===== src/rtl/motor_pwm_hbridge_pkg.sv =====
`default_nettype none
// ============================================================================
//  Module   : motor_pwm_hbridge_pkg
//  Brief    : Shared types, direction constants and the command-to-duty
//             helper for the H-bridge PWM stage.
//  Revision : 1.0 - initial release
// ============================================================================
package motor_pwm_hbridge_pkg;

    // Bridge controller states
    typedef enum logic [1:0] {
        IDLE    = 2'd0,
        RUN_FWD = 2'd1,
        RUN_REV = 2'd2,
        DEAD    = 2'd3
    } state_t;

    localparam logic DIR_FWD = 1'b0;
    localparam logic DIR_REV = 1'b1;

    // Magnitude of a sign-extended command, clamped to the PWM period.
    // The most negative command maps to its true magnitude (no wrap).
    function automatic logic [31:0] abs_clamp(input logic signed [31:0] value,
                                              input int unsigned         period);
        logic [31:0] w_mag;
        w_mag = value[31] ? 32'(-value) : 32'(value);
        return (w_mag > period) ? period : w_mag;
    endfunction

endpackage
`default_nettype wire


===== src/rtl/motor_pwm_hbridge_if.sv =====
`default_nettype none
// ============================================================================
//  Module   : motor_pwm_hbridge_if
//  Brief    : Command-in / bridge-out bundle of the H-bridge PWM stage.
//             master = command source, slave = bridge driver.
//  Revision : 1.0 - initial release
// ============================================================================
interface motor_pwm_hbridge_if #(
    parameter int DIN_W = 14
);
    logic             en;
    logic [DIN_W-1:0] din;
    logic             pwm_a;
    logic             pwm_b;
    logic             dir;
    logic             period_start;

    modport master (
        output en, din,
        input  pwm_a, pwm_b, dir, period_start
    );

    modport slave (
        input  en, din,
        output pwm_a, pwm_b, dir, period_start
    );
endinterface
`default_nettype wire


===== src/rtl/motor_pwm_hbridge_tick_gen.sv =====
`default_nettype none
// ============================================================================
//  Module   : pwm_tick_gen
//  Brief    : Prescaler and edge-aligned PWM period counter. Flags the last
//             tick of each period (boundary) and pulses period_start on the
//             first clock of the following period.
//  Revision : 1.0 - initial release
// ============================================================================
module pwm_tick_gen #(
    parameter int PRESCALE = 1,
    parameter int CNT_W    = 13,
    parameter int PERIOD   = 8192
) (
    input  wire logic             clk,
    input  wire logic             rst,
    input  wire logic             i_en,
    output logic      [CNT_W-1:0] o_cnt,
    output logic                  o_boundary,
    output logic                  o_period_start
);
    // A prescale of 1 still needs a 1-bit register; it simply stays at 0.
    localparam int               PRE_W      = (PRESCALE > 1) ? $clog2(PRESCALE) : 1;
    localparam logic [PRE_W-1:0] c_pre_last = PRE_W'(PRESCALE - 1);
    localparam logic [CNT_W-1:0] c_cnt_last = CNT_W'(PERIOD - 1);

    logic [PRE_W-1:0] r_pre;
    logic [CNT_W-1:0] r_cnt;
    logic             r_period_start;
    logic             w_tick;

    assign w_tick     = (r_pre == c_pre_last);
    assign o_boundary = i_en && w_tick && (r_cnt == c_cnt_last);

    // Prescaler, period counter and the start-of-period pulse; disable parks at zero
    always_ff @(posedge clk) begin
        if (rst || !i_en) begin
            r_pre          <= '0;
            r_cnt          <= '0;
            r_period_start <= 1'b0;
        end else begin
            r_pre <= w_tick ? '0 : r_pre + 1'b1;
            if (w_tick) begin
                r_cnt <= (r_cnt == c_cnt_last) ? '0 : r_cnt + 1'b1;
            end
            r_period_start <= o_boundary;
        end
    end

    assign o_cnt          = r_cnt;
    assign o_period_start = r_period_start;

endmodule
`default_nettype wire


===== src/rtl/motor_pwm_hbridge.sv =====
`default_nettype none
// ============================================================================
//  Module   : motor_pwm_hbridge
//  Brief    : Signed command to 2-input H-bridge driver. Magnitude sets the
//             duty of an edge-aligned PWM, sign sets the active leg. Duty and
//             direction change only at period boundaries, and every reversal
//             inserts a dead-time gap with both legs low.
//  Revision : 1.0 - initial release
// ============================================================================
module motor_pwm_hbridge
    import motor_pwm_hbridge_pkg::*;
#(
    parameter int DIN_W    = 14,
    parameter int CNT_W    = 13,
    parameter int PERIOD   = 8192,
    parameter int PRESCALE = 1,
    parameter int DEADTIME = 16,
    parameter int CLK_FREQ = -1
) (
    input wire logic            clk,
    input wire logic            rst,
    motor_pwm_hbridge_if.slave  bus
);
    localparam int               DUTY_W      = CNT_W + 1;
    localparam int               DEAD_W      = (DEADTIME > 1) ? $clog2(DEADTIME) : 1;
    localparam logic [DEAD_W-1:0] c_dead_load = DEAD_W'(DEADTIME - 1);
    // An illegal parameter set parks the bridge with both legs off.
    localparam bit c_params_ok = (PERIOD <= (1 << CNT_W)) && (PERIOD >= 1) &&
                                 (PRESCALE >= 1) && (DEADTIME >= 1) && (CLK_FREQ != 0);

    logic [CNT_W-1:0]  w_cnt;
    logic              w_boundary;
    logic              w_period_start;
    logic              w_dir_new;
    logic [DUTY_W-1:0] w_duty_new;
    logic              w_dir_eff;

    state_t            r_state;
    state_t            w_state_nxt;
    logic [DEAD_W-1:0] r_dead_cnt;
    logic [DEAD_W-1:0] w_dead_nxt;
    logic              r_dir;
    logic              w_dir_nxt;
    logic              r_dir_req;
    logic [DUTY_W-1:0] r_duty_sh;
    logic              r_pwm_a;
    logic              r_pwm_b;

    pwm_tick_gen #(
        .PRESCALE (PRESCALE),
        .CNT_W    (CNT_W),
        .PERIOD   (PERIOD)
    ) u_tick_gen (
        .clk            (clk),
        .rst            (rst),
        .i_en           (bus.en),
        .o_cnt          (w_cnt),
        .o_boundary     (w_boundary),
        .o_period_start (w_period_start)
    );

    // Candidate shadow values, only ever captured at a boundary
    assign w_dir_new  = bus.din[DIN_W-1];
    assign w_duty_new = DUTY_W'(abs_clamp(32'(signed'(bus.din)), PERIOD));
    // A boundary landing in the same clock as the dead-time expiry wins
    assign w_dir_eff  = w_boundary ? w_dir_new : r_dir_req;

    // State, dead counter, applied direction and shadow registers
    always_ff @(posedge clk) begin
        if (rst) begin
            r_state    <= IDLE;
            r_dead_cnt <= '0;
            r_dir      <= DIR_FWD;
            r_dir_req  <= DIR_FWD;
            r_duty_sh  <= '0;
        end else if (!bus.en) begin
            r_state    <= IDLE;
            r_dead_cnt <= '0;
        end else begin
            r_state    <= w_state_nxt;
            r_dead_cnt <= w_dead_nxt;
            r_dir      <= w_dir_nxt;
            if (w_boundary) begin
                r_dir_req <= w_dir_new;
                r_duty_sh <= w_duty_new;
            end
        end
    end

    // Next-state logic: reversals with non-zero duty go through DEAD
    always_comb begin
        w_state_nxt = r_state;
        w_dead_nxt  = r_dead_cnt;
        w_dir_nxt   = r_dir;
        case (r_state)
            IDLE: begin
                if (w_boundary) begin
                    w_state_nxt = (w_dir_new == DIR_REV) ? RUN_REV : RUN_FWD;
                    w_dir_nxt   = w_dir_new;
                end
            end
            RUN_FWD, RUN_REV: begin
                if (w_boundary && (w_dir_new != r_dir) && (w_duty_new != '0)) begin
                    w_state_nxt = DEAD;
                    w_dead_nxt  = c_dead_load;
                end
            end
            DEAD: begin
                if (r_dead_cnt == '0) begin
                    w_state_nxt = (w_dir_eff == DIR_REV) ? RUN_REV : RUN_FWD;
                    w_dir_nxt   = w_dir_eff;
                end else begin
                    w_dead_nxt = r_dead_cnt - 1'b1;
                end
            end
            default: w_state_nxt = IDLE;
        endcase
    end

    // Registered bridge legs; only the leg of the running direction may be high
    always_ff @(posedge clk) begin
        if (rst || !bus.en) begin
            r_pwm_a <= 1'b0;
            r_pwm_b <= 1'b0;
        end else begin
            r_pwm_a <= c_params_ok && (r_state == RUN_FWD) && ({1'b0, w_cnt} < r_duty_sh);
            r_pwm_b <= c_params_ok && (r_state == RUN_REV) && ({1'b0, w_cnt} < r_duty_sh);
        end
    end

    assign bus.pwm_a        = r_pwm_a;
    assign bus.pwm_b        = r_pwm_b;
    assign bus.dir          = r_dir;
    assign bus.period_start = w_period_start;

endmodule
`default_nettype wire

===== src/flat_wrapper.sv =====
// flat-port wrapper written by rule: the top's interface ports become plain ports
module motor_pwm_hbridge_flat import motor_pwm_hbridge_pkg::*;
#(
    parameter int DIN_W    = 14,
    parameter int CNT_W    = 13,
    parameter int PERIOD   = 8192,
    parameter int PRESCALE = 1,
    parameter int DEADTIME = 16,
    parameter int CLK_FREQ = -1
)
  (clk, rst, bus_en, bus_din, bus_pwm_a, bus_pwm_b, bus_dir, bus_period_start);
  motor_pwm_hbridge_if #(.DIN_W(DIN_W)) bus_i ();
  input wire logic clk;
  input wire logic rst;
  input wire logic [$bits(bus_i.en)-1:0] bus_en;
  input wire logic [$bits(bus_i.din)-1:0] bus_din;
  output wire logic [$bits(bus_i.pwm_a)-1:0] bus_pwm_a;
  output wire logic [$bits(bus_i.pwm_b)-1:0] bus_pwm_b;
  output wire logic [$bits(bus_i.dir)-1:0] bus_dir;
  output wire logic [$bits(bus_i.period_start)-1:0] bus_period_start;
  assign bus_i.en = bus_en;
  assign bus_i.din = bus_din;
  assign bus_pwm_a = bus_i.pwm_a;
  assign bus_pwm_b = bus_i.pwm_b;
  assign bus_dir = bus_i.dir;
  assign bus_period_start = bus_i.period_start;
  motor_pwm_hbridge #(.DIN_W(DIN_W), .CNT_W(CNT_W), .PERIOD(PERIOD), .PRESCALE(PRESCALE), .DEADTIME(DEADTIME), .CLK_FREQ(CLK_FREQ)) u_core (.clk(clk), .rst(rst), .bus(bus_i));
endmodule

===== config.mk =====
export PLATFORM = sky130hd
export DESIGN_NAME = motor_pwm_hbridge_flat
export DESIGN_NICKNAME = d
export VERILOG_FILES = /design/src/rtl/motor_pwm_hbridge_pkg.sv /design/src/rtl/motor_pwm_hbridge_if.sv /design/src/rtl/motor_pwm_hbridge_tick_gen.sv /design/src/rtl/motor_pwm_hbridge.sv /design/src/flat_wrapper.sv
export SDC_FILE = /design/constraint.sdc
export NUM_CORES = 1
export LEC_CHECK = 0
export ABC_AREA = 1
export ABC_CLOCK_PERIOD_IN_PS = 2200
export BUFFER_PORTS_ARGS = -buffer_cell sky130_fd_sc_hd__buf_2
export CELL_PAD_IN_SITES_DETAIL_PLACEMENT = 1
export CELL_PAD_IN_SITES_GLOBAL_PLACEMENT = 2
export CORE_MARGIN = 2
export CORE_UTILIZATION = 35
export CTS_BUF_LIST = sky130_fd_sc_hd__clkbuf_8
export DETAILED_ROUTE_END_ITERATION = 7
export MAX_ROUTING_LAYER = met4
export PLACE_DENSITY = 0.91
export SLEW_MARGIN = 15
export SYNTH_ARGS = -nofsm -noshare
export SYNTH_HDL_FRONTEND = slang
export SYNTH_SLANG_ARGS = --single-unit

===== constraint.sdc =====
create_clock -name clk -period 2.2 [get_ports clk]
set_input_delay 0.22 -clock clk [delete_from_list [all_inputs] [get_ports clk]]
set_output_delay 0.22 -clock clk [all_outputs]
set_load 0.1 [all_outputs]

==> results.yml, run 1 <==
place:
  dp.cells: 484
  dp_hpwl_um: 5190
  dpl_cell_area_um2: 2820
  place_congestion: 0.835
  port_buffers: 20
  pre_cts_ws_ns: -0.0638
grt:
  grt_overflow_total: 0
  antenna_found_initial: 0
  grt_pass1_wl_um: 10800
  grt_usage_pct: 17.7
  grt_pass1_vias: 2370
  grt_max_degree: 18
synth:
  synth_edf_count: 0
  yosysSeqAreaShare_pct: 31.0
  synth_fp_nets: 394
  synth_top_area_share_pct: 31.0
  netlist_area_um2: 2520
  syn_inst: 358
  yosysTopAreaCell: "dfxtp_1"
  ys_warn_count: 0
  synth.avg_cell_area_um2: 7.04
  async_flop_share_pct: 0
  synthTopCellsByCount: "54 x nand2_1, 51 x inv_1, 40 x nor2_1"
  synth_top_flop_cell: "dfxtp_1"
  synth_area_leaders: "dfxtp_1 31%, ha_1 9.4%, nand2_1 8.0%, inv_1 7.6%, a21oi_1 6.0%"
  synthDistinctLibCells: 38
  synth_most_common_cell: "nand2_1"
  ys_ff_latch: 39
critical_path:
  cp-end-kind: "flop"
  crit_path_max_fanout: 5
  critPathRequiredTime_ns: 2.42
  worst_ep_arrival_time_ns: 2.22
  r2r_slack_ns: 0.20
  cp-start-kind: "flop"
  path_class: "reg2reg"
cells_and_area:
  utilization_pct: 42.9
  drive_gt1_share_pct: 19.9
  area_delta_synth_final_pct: 16.9
  final_nets: 432
  n_antenna_cell: 0
  final_area_um2: 2950
  multi_input_area_um2: 1500
  fill_cells: 904
  seqCellArea_um2: 783
  layout.cells.non_filler: 493
clock_tree:
  insertion_delay_ns: 0.29
  cts_made_buffers: 5
  cts-root-buf: "clkbuf_8"
  cts.sinks: 39
  cts_max_level: 2
  cts_buffer_depth: 2
  path_clk_slew_ns: 0.08
  tritoncts: "built"
detailed_routing:
  wire_per_inst_um: 12.8
  drtPass1Iterations: 4
  drt_wl_total_um: 6300
  vias: 2363
  drc: 0
  ant_nets: 0
  drt-vias-per-instance: 4.79
  drt_iter0_markers: 42
floorplanning:
  rows: 30
  core_area_um2: 6870
  dieWidth_um: 88.8
  io_pins: 21
  die-area_um2: 7890
  initial_core_util_pct: 36.7
  die_h_um: 88.8
timing:
  holdWs_ns: 0.234
  clock_skew_ns: 0.00530
  setup_slack_ns: 0.198
  fin_crit_ns: 2.00
  fin_setup_tns_ns: 0
  fin_crit_sh_pct: 91.0
  fmax_mhz: 499
  finalSetupViolations: 0
  drv_slew: 0
  final_hold_viol_count: 0
min_path:
  hp-class: "in2reg"
power_and_ir_drop:
  power_mw: 1.40
  power_density_nw_per_um2: 476
  ir_worst_vdd_uv: 218
  p_leak_nw: 1.31
job:
  cap_violations: 0
run_status:
  status: "finished, final reports clean"
[critical path: stages, from the launching register on]
cell     delay (ns)
dfxtp_1        0.34
ha_2           0.19
nand2_2        0.08
nor4_4         0.18
nand4_1        0.18
nor2_2         0.17
nand2_2        0.10
buf_4          0.14
inv_2          0.05
nor2_1         0.06
nor3_2         0.20
o21ai_1        0.10
a21oi_1        0.13
[cells by family (layout without fill, tap and decap cells)]
| group | after synthesis | count (layout) | share of synthesized area, % |
|---|---|---|---|
| adder cells (fa/ha/maj) | 19 | 19 | 9.44 |
| AND/OR/NAND/NOR | 162 | 162 | 31.3 |
| AO/OA/AOI/OAI | 66 | 66 | 14.9 |
| other | 1 | 1 | 0.149 |
| buffers and inverters | 62 | 101 | 10.0 |
| XOR/XNOR | 9 | 9 | 3.13 |
| flip-flops | 39 | 39 | 31.0 |
[final timing paths]
path	from	to	cells after the start
min reg2reg	u_core.r_duty_sh[8]	u_core.r_duty_sh[8]	2
max reg2reg	u_core.u_tick_gen.o_cnt[1]	u_core.bus.dir	12
max	u_core.u_tick_gen.o_cnt[1]	u_core.bus.dir	12
min	rst	u_core.r_dir_req	2
[layer usage]
layer / global-route usage [%] / routed length, um / vias up
li1: - / - / 1245
met2: 29.4 / 2910 / 31
met1: 22.7 / 3180 / 1080
met5: - / 0 / -
met3: 2.52 / 155 / 7
met4: 4.55 / 61 / 0
[layout by cell type, fill, tap and decap left out, types with 2 or more instances in the layout]
| master | count |
|---|---|
| a211oi_1 | 6 |
| a21o_1 | 2 |
| a21oi_1 | 30 |
| a31oi_1 | 2 |
| buf_2 | 20 |
| buf_4 | 17 |
| clkbuf_8 | 7 |
| dfxtp_1 | 37 |
| dfxtp_2 | 2 |
| ha_1 | 18 |
| inv_1 | 52 |
| inv_2 | 5 |
| nand2_1 | 53 |
| nand2_2 | 11 |
| nand2_4 | 3 |
| nand3_1 | 21 |
| nand3_2 | 3 |
| nand3b_1 | 3 |
| nand4_1 | 7 |
| nor2_1 | 40 |
| nor2_2 | 5 |
| nor3_1 | 8 |
| nor3_2 | 2 |
| nor3b_1 | 3 |
| o21a_1 | 3 |
| o21ai_0 | 15 |
| o21ai_1 | 3 |
| xnor2_1 | 3 |
| xor2_1 | 6 |
[layout make-up]
| class | count | share of cell area [%] |
|---|---|---|
| inverter | 56 | 7.14 |
| multi-input combinational | 257 | 51.1 |
| clock inverter | 1 | 0.127 |
| timing repair buffer | 37 | 7.73 |
| clock buffer | 7 | 3.27 |
| tap | 96 | 4.08 |
| sequential | 39 | 26.6 |
[power by group]
| part | internal (mW) | leakage (nW) | switching [mW] |
|---|---|---|---|
| Clock | 0.282 | 0.0557 | 0.249 |
| Sequential | 0.708 | 0.315 | 0.00207 |
| Combinational | 0.0611 | 0.935 | 0.101 |
| Total | 1.05 | 1.31 | 0.352 |
[sequential cells by signal, summed over array words and instances (netlist names)]
signal and cells:
u_core.u_tick_gen.r_pre 1, u_core.r_dir_req 1, u_core.r_duty_sh 14, u_core.bus.pwm_a 1, u_core.bus.pwm_b 1, u_core.bus.dir 1, u_core.r_state 2, u_core.u_tick_gen.o_period_start 1
u_core.u_tick_gen.o_cnt 13, u_core.r_dead_cnt 4
[what timing repair did]
item / CTS / global route
setup buffers: 0 / 1
hold buffers: 0 / 0
setup endpoints to repair: 0 / 13
gates resized for setup: 0 / 7
Note: power is estimated with default switching activity, not from simulation.
==> inputs of run 2 (changes only) <==
--- a/config.mk
+++ b/config.mk
@@ -8,14 +8,12 @@
 export ABC_AREA = 1
 export ABC_CLOCK_PERIOD_IN_PS = 2200
 export BUFFER_PORTS_ARGS = -buffer_cell sky130_fd_sc_hd__buf_2
-export CELL_PAD_IN_SITES_DETAIL_PLACEMENT = 1
-export CELL_PAD_IN_SITES_GLOBAL_PLACEMENT = 2
-export CORE_MARGIN = 2
-export CORE_UTILIZATION = 35
+export CORE_UTILIZATION = 55
 export CTS_BUF_LIST = sky130_fd_sc_hd__clkbuf_8
 export DETAILED_ROUTE_END_ITERATION = 7
 export MAX_ROUTING_LAYER = met4
-export PLACE_DENSITY = 0.91
+export PLACE_DENSITY = 0.83
+export REMOVE_ABC_BUFFERS = 1
 export SLEW_MARGIN = 15
 export SYNTH_ARGS = -nofsm -noshare
 export SYNTH_HDL_FRONTEND = slang
==> run 2 against run 1 <==
- clock skew rose by 0.0032 ns
- cell count fell by 9.1%
- combinational power fell by 4%
- sequential power barely moved
- wire length fell by 12%
- via count rose by 0.55%
- die area fell by 38%
- fmax fell by 8.2%
- critical path depth rose by 1
- core utilization rose by 24 points
- first-iteration DRC count rose by 140%
- clock-buffer cell count fell by 2
- largest cell class unchanged
==> results.yml, run 2 (synthesis results as in run 1) <==
run_status:
  status: "finished, final reports clean"
power_and_ir_drop:
  seq_power_share_pct: 45.4
  p_switching_mw: 0.353
  power_frac_comb_pct: 9.9
  p_leak_nw: 1.33
  switching_share_pct: 22.5
  p_int_mw: 1.22
  power_density_nw_per_um2: 533
  ir_worst_vdd_uv: 280
  clkPwrFrac_pct: 44.7
place:
  port_buffers: 20
  dp.cells: 435
  dp_hpwl_um: 4120
  place_congestion: 0.786
detailed_routing:
  drt_wl_total_um: 5570
  drc: 0
  drtPass1Iterations: 4
  vias: 2376
  drt_iter0_markers: 102
  ant_nets: 0
  wire_per_inst_um: 12.4
  drt-vias-per-instance: 5.30
clock_tree:
  ctsHoldBuffers: 0
  cts.sinks: 39
  cts_made_buffers: 5
  cts-root-buf: "clkbuf_8"
  path_clk_slew_ns: 0.08
  tritoncts: "built"
  cts_max_level: 2
  insertion_delay_ns: 0.30
  cts_buffer_depth: 2
grt:
  grt_pass1_vias: 2200
  grt_pass1_wl_um: 9540
  grt_overflow_total: 0
  grt_usage_pct: 24.8
  antenna_found_initial: 0
  grt_max_degree: 20
critical_path:
  cp-start-kind: "flop"
  cp-end-kind: "flop"
  worst_ep_arrival_time_ns: 2.41
  rr_startpoint: "u_core.u_tick_gen.o_cnt[0]"
  crit_path_max_fanout: 5
  critPathRequiredTime_ns: 2.43
  path_class: "reg2reg"
  crit_start: "u_core.u_tick_gen.o_cnt[0]"
timing:
  drv_slew: 0
  final_hold_viol_count: 0
  rsz0062_at_grt: "yes"
  fin_setup_tns_ns: 0
  clock_skew_ns: 0.00851
  fmax_mhz: 459
  fin_crit_sh_pct: 99.1
  holdWs_ns: 0.226
  finalSetupViolations: 0
  fin_crit_ns: 2.18
cells_and_area:
  final_nets: 431
  drive_gt1_share_pct: 20.2
  n_antenna_cell: 0
  top_register: "u_core.r_duty_sh"
  fill_cells: 363
  layout_commonest_cell: "nand2_1"
  layout.cells.non_filler: 448
  largest_reg_flops: 14
  utilization_pct: 67.2
  final_cell_mix: "53 x nand2_1, 52 x inv_1, 39 x nor2_1"
  area_delta_synth_final_pct: 16.9
floorplanning:
  core_area_um2: 4380
  initial_core_util_pct: 57.4
  dieWidth_um: 69.7
  rows: 24
  die_h_um: 69.7
  die-area_um2: 4850
  io_pins: 21
min_path:
  hp-class: "in2reg"
  holdCritStartpoint: "rst"
job:
  cap_violations: 0
## run 2: critical path, cell delays in order (launching register included)
cell and delay [ns]:
dfxtp_2 0.36, ha_4 0.15, nand2_4 0.06, nor4_4 0.30, nand4_1 0.18, nor2_2 0.18
nand2_2 0.12, o21ai_2 0.18, inv_2 0.07, nor2_4 0.09, nor3_1 0.05, nor2_1 0.10
nand3_1 0.10, a21oi_2 0.15
## run 2: final cells by class
cell class	instances	area, um^2	share of cell area, %
inverter	56	210	7.14
timing repair buffer	36	220	7.48
clock buffer	5	68.8	2.34
multi-input combinational	257	1530	52.1
tap	52	65.1	2.21
clock inverter	3	63.8	2.17
sequential	39	783	26.6
## run 2: path summary, 6_finish.rpt
kind	cells past startpoint	slack, ns	to
worst max-delay path	13	0.02	u_core.r_state[1]
worst min-delay path	2	0.23	u_core.r_duty_sh[9]
worst max register to register	13	0.02	u_core.r_state[1]
worst min register to register	2	0.48	u_core.r_duty_sh[1]
## run 2: what timing repair did
action                                  in CTS  in global routing
endpoints found under the setup margin       0                  8
gates resized for setup                      0                 12
setup buffers                                0                  5
## run 2: metrics by stage
stage | worst slack (ns) | area, um^2 | power [mW]
5_1_grt | -0.111 | 2940 | 1.63
3_3_place_gp | 0.0449 | 2720 | 0.873
6_report | 0.0198 | 2940 | 1.57
3_5_place_dp | 0.00646 | 2720 | 0.877
2_1_floorplan | 0.193 | 2480 | 0.820
4_1_cts | 0.0169 | 2860 | 1.57
## run 2: power by group through the flow
stage	logic, mW	registers, mW	clock network, mW
after floorplan	0.0930	0.727	0
after global placement	0.147	0.727	0
after detailed placement	0.150	0.727	0
after CTS	0.151	0.710	0.712
after global routing	0.174	0.712	0.744
final	0.155	0.711	0.702
## run 2: routing by layer
metal | vias to the layer above | global-route usage, % | wire length [um]
li1 | 1253 | - | -
met1 | 1039 | 30.7 | 2480
met2 | 73 | 40.5 | 2670
met3 | 11 | 3.78 | 312
met4 | 0 | 10.2 | 116
met5 | - | - | 0
==> inputs of run 3 (changes only) <==
--- a/config.mk
+++ b/config.mk
@@ -13,7 +13,6 @@
 export DETAILED_ROUTE_END_ITERATION = 7
 export MAX_ROUTING_LAYER = met4
 export PLACE_DENSITY = 0.83
-export REMOVE_ABC_BUFFERS = 1
 export SLEW_MARGIN = 15
 export SYNTH_ARGS = -nofsm -noshare
 export SYNTH_HDL_FRONTEND = slang
==> run 3 against run 2 <==
- die area unchanged
- combinational power decreased by 3%
- cell area decreased by 4.0%
- clock-buffer cell count increased by 2
- critical endpoint is now u_core.r_state[0]
- largest cell class unchanged
- highest routed layer unchanged
==> results.yml, run 3 (synthesis results as in run 1) <==
cells_and_area:
  final_cell_mix: "54 x nand2_1, 52 x inv_1, 40 x nor2_1"
  area_delta_synth_final_pct: 12.2
  drive_gt1_share_pct: 17.6
  top_register: "u_core.r_duty_sh"
  fill_cells: 398
  final_nets: 426
  n_antenna_cell: 0
  layout_commonest_cell: "nand2_1"
  utilization_pct: 64.4
  largest_reg_flops: 14
power_and_ir_drop:
  ir_worst_vdd_uv: 211
  p_leak_nw: 1.26
  power_density_nw_per_um2: 489
  power_mw: 1.38
clock_tree:
  cts_buffer_depth: 2
  insertion_delay_ns: 0.29
  cts_max_level: 2
  ctsHoldBuffers: 0
  tritoncts: "built"
  cts.sinks: 39
  cts-root-buf: "clkbuf_8"
  cts_made_buffers: 5
  path_clk_slew_ns: 0.08
critical_path:
  cp-start-kind: "flop"
  cpLargestDelayFamily: "simple AND/OR/NAND/NOR gates"
  reg2reg_to: "u_core.r_state[0]"
  critical_path.max_stage_delay_ns: 0.42
  crit_chain: "nand2_1 -> nor4_2 -> nand4_1 -> nor2_2 -> nand2_2 -> o21ai_2 -> o21bai_1 -> a21oi_1 -> nand3_1 -> nand2_1 -> nor2_1"
  r2r_slack_ns: 0.16
  reg2regPathDepth: 11
  worst_ep_arrival_time_ns: 2.22
  rr_startpoint: "u_core.u_tick_gen.o_cnt[6]"
  crit_path_max_fanout: 5
  path_class: "reg2reg"
  cp.buffers_inverters: 0
  critPathRequiredTime_ns: 2.38
  cp-end-kind: "flop"
  slowest_stage: "dfxtp_1"
  cp_common_cell: "nand2_1"
floorplanning:
  rows: 24
  die-area_um2: 4850
  die_h_um: 69.7
  core_area_um2: 4380
  dieWidth_um: 69.7
  initial_core_util_pct: 57.4
  io_pins: 21
grt:
  grt_pass1_wl_um: 9090
  antenna_found_initial: 0
  grt_usage_pct: 23.2
  grt_pass1_vias: 2213
  grt_overflow_total: 0
  grt_max_degree: 18
min_path:
  whs_path_depth: 2
  holdCritStartpoint: "rst"
  hp-class: "in2reg"
  whs_endpoint: "u_core.r_dir_req"
place:
  port_buffers: 20
  place_congestion: 0.878
  dp_hpwl_um: 4090
detailed_routing:
  ant_nets: 0
  drt_iter0_markers: 104
  drt-vias-per-instance: 5.30
  vias: 2348
  drc: 0
  drt_wl_total_um: 5190
  drtPass1Iterations: 4
  wire_per_inst_um: 11.7
timing:
  final_hold_viol_count: 0
  fmax_mhz: 491
  fin_crit_sh_pct: 92.7
  fin_crit_ns: 2.04
  finalSetupViolations: 0
  clock_skew_ns: 0.00666
  drv_slew: 0
job:
  cap_violations: 0
run_status:
  status: "finished, final reports clean"
-- run 3: cell types whose count changed in the layout (fill, tap and decap cells not counted), moves of 2 or more --
cell,before,now
buf_4,16,11
nor2_4,3,1
clkbuf_8,5,7
ha_1,17,19
bufinv_16,2,0
-- run 3: through the flow --
step	setup WS [ns]	area [um^2]	hold WS (ns)	setup TNS, ns	cells
global placement	0.0230	2710	0.460	0	433
CTS	0.102	2810	0.220	0	441
finish	0.161	2830	0.236	0	443
detailed placement	-0.0343	2710	0.462	-0.149	433
floorplan	0.323	2520	0.395	0	358
global route	-0.00961	2830	0.231	-0.00961	443
-- run 3: repair_timing --
item / 4_1_cts / 5_1_grt
buffers inserted: 0 / 2
endpoints found under the setup margin: 0 / 3
resized for setup: 0 / 1
-- run 3: worst max path at each step --
stage                                    start                end  cells past startpoint
finish              u_core.u_tick_gen.o_cnt[6]  u_core.r_state[0]                     11
global route        u_core.u_tick_gen.o_cnt[0]  u_core.r_state[0]                     12
CTS                 u_core.u_tick_gen.o_cnt[0]  u_core.r_state[1]                     13
detailed placement                  bus_din[1]  u_core.r_state[0]                     20
global placement                    bus_din[1]  u_core.r_state[0]                     20
floorplan           u_core.u_tick_gen.o_cnt[1]  u_core.r_state[1]                     13
-- run 3: cell type report --
| type | count | area (um^2) | share of cell area (%) |
|---|---|---|---|
| multi-input combinational | 257 | 1490 | 52.6 |
| sequential | 39 | 782 | 27.7 |
| timing repair buffer | 31 | 183 | 6.47 |
| clock buffer | 7 | 96.3 | 3.41 |
| inverter | 56 | 210 | 7.44 |
| tap | 52 | 65.1 | 2.30 |
| clock inverter | 1 | 3.75 | 0.133 |
-- run 3: per-layer routing --
| layer | GRT usage, % | wire [um] | vias to the layer above |
|---|---|---|---|
| met5 | - | 0 | - |
| met4 | 6.89 | 57 | 0 |
| met3 | 3.49 | 186 | 4 |
| met2 | 39.7 | 2490 | 53 |
| met1 | 28.3 | 2460 | 1054 |
| li1 | - | - | 1237 |
-- run 3: report_power, final --
| part | switching (mW) | total, mW | leakage, nW | internal, mW |
|---|---|---|---|---|
| registers | 0.00244 | 0.711 | 0.315 | 0.708 |
| clock network | 0.238 | 0.520 | 0.0557 | 0.281 |
| logic | 0.0938 | 0.150 | 0.890 | 0.0566 |
| total | 0.335 | 1.38 | 1.26 | 1.05 |
